===== src/rtl/common.sv =====
// Shared bus types used by the instruction-fetch side of the core.
package common;

    typedef struct packed {
        logic        valid;
        logic [63:0] addr;
    } ibus_req_t;

    typedef struct packed {
        logic        data_ok;
        logic [31:0] data;
    } ibus_resp_t;

endpackage


===== src/rtl/pipes.sv =====
// Pipeline-register types and reset constants shared between pipeline stages.
package pipes;

    localparam logic [63:0] PC_RESET_DEFAULT = 64'h0000_0000_8000_0000;

    typedef struct packed {
        logic [31:0] instr;
        logic [63:0] pc;
        logic        valid;
    } fetch_data_t;

endpackage


===== src/rtl/fetch_stage.sv =====
// Instruction fetch: one outstanding bus request, one buffered instruction for decode,
// and redirect handling that lets an in-flight request finish before refetching.
module fetch_stage
    import common::*;
    import pipes::*;
#(
    parameter logic [63:0] PC_RESET = PC_RESET_DEFAULT
) (
    input  logic        clk,
    input  logic        reset,
    output logic        ireq_valid,
    output logic [63:0] ireq_addr,
    input  logic        iresp_data_ok,
    input  logic [31:0] iresp_data,
    input  logic        redirect_valid,
    input  logic [63:0] redirect_pc,
    output logic        out_valid,
    output logic [31:0] out_instr,
    output logic [63:0] out_pc,
    input  logic        out_ready
);

    typedef enum logic [1:0] {S_REQ, S_WAIT, S_HOLD} state_t;

    state_t      r_state, w_state_nxt;
    logic [63:0] r_pc, w_pc_nxt;
    logic        r_kill, w_kill_nxt;
    logic [63:0] r_kill_pc, w_kill_pc_nxt;
    fetch_data_t r_out, w_out_nxt;
    ibus_req_t   w_ireq;
    ibus_resp_t  w_iresp;
    logic        w_xfer;

    assign w_iresp = {iresp_data_ok, iresp_data};
    assign w_xfer  = r_out.valid && out_ready;

    always_comb begin
        w_state_nxt   = r_state;
        w_pc_nxt      = r_pc;
        w_kill_nxt    = r_kill;
        w_kill_pc_nxt = r_kill_pc;
        w_out_nxt     = r_out;
        // Gated by reset so the bus sees no request while the block is held in reset.
        w_ireq.valid  = reset && (r_state != S_HOLD);
        w_ireq.addr   = r_pc;
        case (r_state)
            S_REQ: begin
                if (redirect_valid) w_pc_nxt = redirect_pc;
                else                w_state_nxt = S_WAIT;
            end
            S_WAIT: begin
                if (w_iresp.data_ok) begin
                    if (r_kill || redirect_valid) begin
                        // Drop the returning word; the newest redirect target wins.
                        w_state_nxt = S_REQ;
                        w_pc_nxt    = redirect_valid ? redirect_pc : r_kill_pc;
                        w_kill_nxt  = 1'b0;
                    end else begin
                        w_state_nxt = S_HOLD;
                        w_out_nxt   = '{instr: w_iresp.data, pc: r_pc, valid: 1'b1};
                    end
                end else if (redirect_valid) begin
                    w_kill_nxt    = 1'b1;
                    w_kill_pc_nxt = redirect_pc;
                end
            end
            S_HOLD: begin
                if (redirect_valid || w_xfer) begin
                    w_state_nxt     = S_REQ;
                    w_out_nxt.valid = 1'b0;
                    w_pc_nxt        = redirect_valid ? redirect_pc : r_pc + 64'd4;
                end
            end
            default: w_state_nxt = S_REQ;
        endcase
    end

    always_ff @(posedge clk) begin
        if (!reset) begin
            r_state   <= S_REQ;
            r_pc      <= PC_RESET;
            r_kill    <= 1'b0;
            r_kill_pc <= '0;
            r_out     <= '0;
        end else begin
            r_state   <= w_state_nxt;
            r_pc      <= w_pc_nxt;
            r_kill    <= w_kill_nxt;
            r_kill_pc <= w_kill_pc_nxt;
            r_out     <= w_out_nxt;
        end
    end

    assign ireq_valid = w_ireq.valid;
    assign ireq_addr  = w_ireq.addr;
    assign out_valid  = r_out.valid;
    assign out_instr  = r_out.instr;
    assign out_pc     = r_out.pc;

endmodule


===== config.mk =====
export PLATFORM = sky130hd
export DESIGN_NAME = fetch_stage
export DESIGN_NICKNAME = d
export VERILOG_FILES = /design/src/rtl/common.sv /design/src/rtl/pipes.sv /design/src/rtl/fetch_stage.sv
export SDC_FILE = /design/constraint.sdc
export NUM_CORES = 1
export LEC_CHECK = 0
export ABC_AREA = 1
export CORE_AREA = 2 2 152 154
export CTS_BUF_LIST = sky130_fd_sc_hd__clkbuf_4 sky130_fd_sc_hd__clkbuf_8
export DETAILED_ROUTE_END_ITERATION = 8
export DIE_AREA = 0 0 154 156
export PLACE_DENSITY_LB_ADDON = 0.15
export SYNTH_ARGS = -nofsm -noshare
export SYNTH_HDL_FRONTEND = slang
export SYNTH_SLANG_ARGS = --single-unit

===== constraint.sdc =====
create_clock -name clk -period 3.3 [get_ports clk]
set_input_delay 0.495 -clock clk [delete_from_list [all_inputs] [get_ports clk]]
set_output_delay 0.495 -clock clk [all_outputs]
set_load 0.005 [all_outputs]

# After elaboration in Yosys (flattened, before gate mapping)
# Cells that the tools add are included.
# totals
reg_bits	228
out_inout_bits	162
# op_classes
n_addsub	1
eq_ne	10
muxes	19
n_bitwise	2
reduce_logical	14
# op_table
operator	n
two-way mux 64 bit	6
case mux 64 bit (3 select lines)	1
adder 64 x 3 -> 64 bit (second input constant)	1
inequality test 2 bit (second input constant)	7
AND reduction 3 bit	3
two-way mux 2 bit	4
two-way mux 1 bit	6
case mux 2 bit (3 select lines)	1
AND reduction 5 bit	1
AND reduction 4 bit	1
nonzero test 2 bit	2
nonzero test 3 bit	1
equality test 2 x 1 -> 1 bit (second input constant)	1
equality test 2 bit (second input constant)	1
logical AND 1 bit	2
logical NOT 2 bit	1
logical OR 1 bit	2
inequality test 2 x 1 -> 1 bit (second input constant)	1
inverter 1 bit	2
case mux 1 bit (2 select lines)	1
AND reduction 2 bit	1

# Depth between registers and ports, before layout
# depth
depth_word	4
mapped_depth	16
depth_no_buf	16

# Least setup slack after synthesis
# Ideal clock, no wire load.
# synth_path
kind	reg-to-reg
startpoint	register r_state[0]
endpoint	register r_pc[2] (netlist: ireq_addr[2])
setup_time_ps	132
arrival_ps	1733
required_time_ps	3168
setup_slack_ps	1435
stages_incl_launch_ff	9
n_path_buf	3
cell_sequence	dfxtp_1 -> inv_1 -> ha_1 -> clkbuf_1 -> clkbuf_1 -> clkbuf_1 -> o21ai_0 -> o221ai_1 -> a21oi_1
# synth_between
elab_chain_len	3
# synth_rtl
item	line_no	rtl
start: declaration	fetch_stage.sv:25	state_t r_state, w_state_nxt;
start signal: assignment	fetch_stage.sv:86	r_state <= w_state_nxt;
equality test 2 x 1 -> 1 bit (tied with other cells)	fetch_stage.sv:46	case (r_state)
inequality test 2 bit (no line) / nonzero test 3 bit (equally long branches)	-	
AND reduction 5 bit (no line)	-	
end signal: assignment	fetch_stage.sv:87	r_pc <= w_pc_nxt;
end: declaration	fetch_stage.sv:26	logic [63:0] r_pc, w_pc_nxt;
# Several ways; a longest one is shown, not always the timed one.
# A chain may end at the register's enable or synchronous reset.

# Worst setup path in the final report
# layout_path
startpoint	register r_state[0]
endpoint	output port ireq_valid
# layout_between
elab_chain_len	2
# layout_rtl
item	line_no	rtl
inequality test 2 bit	fetch_stage.sv:44	w_ireq.valid = reset && (r_state != S_HOLD);
logical AND 1 bit	fetch_stage.sv:44	
end: declaration	fetch_stage.sv:11	output logic ireq_valid,
# Every way passes these cells.

==> out/results.tsv <==
stage	metric	value	unit
layout	area grow syn2layout	28.0	%
route	Routed wire per std cell	16.9	um
synth	async set-or-reset flop fraction in the synthesized netlist	0	
critical_path	crit path capture	ireq_valid	
sta	Least-Margin Pin Slew	1.03	ns
clock_tree	root buffer cell	clkbuf_8	
synth	largest area contributor in the netlist	dfxtp_1	
critical_path	CP Data Required Time	2.80	ns
min_path	Min-Delay Path Class	in -> reg	
critical_path	delay-heaviest family, CP	buffers and inverters	
critical_path	critical path startpoint	r_state[0]$_SDFFE_PN0P_	
grt	initial antenna violation count	0	
placement	port bufs	262	
sta	final hold slack	0.407	ns
sta	Slew Limit Fails	0	
grt	first-pass GRT wire length	67900	um
synth	Synth top area share	0.365	
floorplanning	die width	154	um
critical_path	worst r2r dst	ireq_addr[0]$_SDFFE_PN0P_	
power_and_ir_drop	LEAKAGE	5.97	nW
clock_tree	Post-CTS Hold Buffers	0	
power_and_ir_drop	Internal Dissipation	5.84	mW
sta	fmax	355	MHz
critical_path	CP Cell Sequence	inv_1 > ha_1 > buf_4 > nor2_1 > clkdlybuf4s50_1	
clock_tree	TritonCTS clock tree	yes	
route	Pre-antenna DRT Iters	6	
route	1st-iter DRT viols	1280	
critical_path	r2r setup slk	0.80	ns
synth	sequential area share after synthesis	0.365	
synth	Main synth FF type	dfxtp_1	
critical_path	Worst setup EP type	primary output	
power_and_ir_drop	sequential power share	0.391	
synth	most frequent cell after synthesis	nand2_1	
clock_tree	setup bufs post-CTS	0	
synth	Post-synth EDFFs	0	
power_and_ir_drop	switching share of power	0.351	
layout	layout cell share with drive strength beyond 1	0.0638	
clock_tree	CTS Sinks	228	
critical_path	CP max FO	49	
synth	Synth area leaders	dfxtp_1 37%, nand2_1 22%, a21oi_1 9.6%, nor2_1 6.7%, nand3_1 5.1%	
grt	grt total ovfl	0	
floorplanning	Starting Density	0.559	
synth	Post-Syn Area	12500	um^2
floorplanning	Die ar.	24000	um^2
route	final wirelength	42500	um
synth	Synth Warn #	0	
power_and_ir_drop	total power	8.99	mW
synth	mean post-synth cell area	6.23	um^2
clock_tree	clock latency on the worst-skew pair	0.56	ns
outcome	status	finished clean	
power_and_ir_drop	Power Dens Cells	562	nW/um^2
grt	largest net degree at the start of global routing	129	
power_and_ir_drop	Max IR drop VDD	0.395	mV
critical_path	Reg2Reg Depth	12	
clock_tree	H-tree depth	2	
placement	GP Congestion	0.930	
floorplanning	Core Rows	55	
floorplanning	io pins	263	
sta	final setup fails	0	
critical_path	Reg-to-Reg Start	r_state[0]$_SDFFE_PN0P_	
clock_tree	clk slew on worst S/H paths	0.06	ns
run	maxcap violations	0	
route	Vias	14200	
layout	# nets final	2301	
synth	synth cell count leaders	719 x nand2_1, 239 x a21oi_1, 228 x dfxtp_1	
sta	Final Skew	0.0144	ns
synth	#FFs+latches synth	228	
power_and_ir_drop	P_sw	3.15	mW
critical_path	Critical-path top delay cell	buf_4	
layout	ANT cells	0	
power_and_ir_drop	power share of the clock group	0.329	
clock_tree	Resize count post-CTS	0	
sta	relative slew slack	0.311	
clock_tree	CTS Buffer Depth	3	
placement	hpwl dp	27300	um
route	number of nets with antenna violations after routing	0	
critical_path	Worst Setup Start Kind	register	
power_and_ir_drop	combinational cell fraction of total power	0.280	
critical_path	max incr delay on CP	0.57	ns
clock_tree	TritonCTS Buffers	40	
floorplanning	core area	22400	um^2
layout	post-layout util	0.715	
grt	number of global-route vias before repair	13400	
floorplanning	Die Span Y	156	um
sta	Hold Vio Cnt, Final	0	
critical_path	WP data arrival	2.32	ns
synth	distinct cell type count after synthesis	37	
sta	unrepaired setup endpoints after global routing	no	
critical_path	CP Depth	5	
critical_path	Setup CP Type	reg -> out	
synth	synthesized instance count	2005	
sta	Tmin final	2.82	ns
critical_path	Buf/Inv on CP	3	
sta	fin crit share	0.855	
route	DR vias/cell	5.67	
sta	setup TNS	0	ns
grt	Total Routing Usage GR	0.344	
route	DRC Markers	0	
synth	syn_nets	2111	
-- cell usage in the layout (no fill, tap or decap), types with 2 or more instances in the layout --
| cell type | synthesis | layout |
|---|---|---|
| nand2_2 | 16 | 15 |
| clkbuf_8 | 0 | 53 |
| dfxtp_1 | 228 | 228 |
| nand4_1 | 7 | 7 |
| buf_2 | 32 | 2 |
| buf_4 | 6 | 16 |
| ha_1 | 5 | 3 |
| nand3b_1 | 3 | 3 |
| xor2_1 | 11 | 11 |
| nor3_1 | 2 | 2 |
| nand2_1 | 719 | 718 |
| clkinv_2 | 0 | 6 |
| inv_2 | 4 | 4 |
| o21bai_1 | 9 | 9 |
| clkdlybuf4s50_1 | 0 | 259 |
| nor2_2 | 9 | 9 |
| clkinvlp_4 | 0 | 2 |
| a21oi_2 | 5 | 5 |
| a211oi_1 | 2 | 2 |
| nor2_4 | 6 | 7 |
| nand2_4 | 1 | 3 |
| a31oi_1 | 62 | 62 |
| inv_1 | 54 | 54 |
| o22ai_1 | 2 | 2 |
| a21oi_1 | 239 | 239 |
| ha_2 | 0 | 2 |
| nor2_1 | 223 | 222 |
| o21ai_1 | 6 | 6 |
| o31ai_1 | 4 | 4 |
| nand3_1 | 127 | 127 |
| xnor2_1 | 9 | 9 |
| clkbuf_4 | 0 | 11 |
| buf_12 | 0 | 2 |
| o21ai_0 | 112 | 112 |
| bufinv_16 | 0 | 2 |
| o211ai_1 | 2 | 2 |
-- cells by family after synthesis --
family                     count (synthesis)  share of synthesized area
DFF                                      228                      0.365
buffers and inverters                    191                     0.0630
and+or+nand+nor                         1115                      0.362
AOI/OAI and AO/OA                        446                      0.191
adders and majority gates                  5                    0.00501
xor gates and xnor gates                  20                     0.0140
-- state kept, by name (all words and copies together), names as in the netlist --
| register | count |
|---|---|
| out_pc | 64 |
| r_kill | 1 |
| r_state | 2 |
| out_valid | 1 |
| r_kill_pc | 64 |
| ireq_addr | 64 |
| out_instr | 32 |
-- worst register-to-register path: cells and delay by family (launching register included) --
kind	cells	cell delay [ns]
buf+inv	4	0.84
simple gates	4	0.65
flops	1	0.38
compound gates	3	0.34
fa+ha+maj	1	0.22
-- worst min path at each step --
stage	from	slack [ns]	depth (start not counted)	to
detailed placement	out_pc[18]$_SDFFE_PN0P_	0.45	2	out_pc[18]$_SDFFE_PN0P_
global route	reset	0.42	3	out_instr[28]$_SDFFE_PN0P_
CTS	reset	0.40	3	out_instr[28]$_SDFFE_PN0P_
finish	reset	0.41	3	out_pc[3]$_SDFFE_PN0P_
floorplan	out_instr[10]$_SDFFE_PN0P_	0.46	2	out_instr[10]$_SDFFE_PN0P_
global placement	out_instr[16]$_SDFFE_PN0P_	0.45	2	out_instr[16]$_SDFFE_PN0P_
-- layer usage --
| layer | vias up | part of all wire | GRT usage |
|---|---|---|---|
| li1 | 6955 | - | - |
| met4 | 0 | 0.035 | 0.133 |
| met3 | 110 | 0.082 | 0.0633 |
| met1 | 6535 | 0.40 | 0.431 |
| met2 | 643 | 0.48 | 0.590 |
| met5 | - | 0 | 0 |
-- cell type report --
class	instances	area (um^2)
Fill cell	1875	6370
Inverter	60	228
Timing Repair Buffer	279	2760
Sequential cell	228	4560
Clock inverter	10	105
Multi-Input combinational cell	1586	7170
Tap cell	285	357
Clock buffer	64	812
-- power by group through the flow --
stage               Clock, mW  Sequential [mW]  Combinational, mW
floorplan                   0             3.42               1.55
global placement            0             3.55               2.42
detailed placement          0             3.56               2.48
CTS                      2.97             3.50               2.49
global route             3.09             3.55               2.80
finish                   2.96             3.51               2.52
-- stage by stage --
step	setup slack [ns]	cells	instance area, um^2
2_1_floorplan	1.43	2005	12500
3_3_place_gp	0.938	2438	15100
5_1_grt	0.383	2512	16000
6_report	0.480	2512	16000
3_5_place_dp	0.811	2438	15100
4_1_cts	0.481	2512	16000
Note: power is estimated with default switching activity, not from simulation.
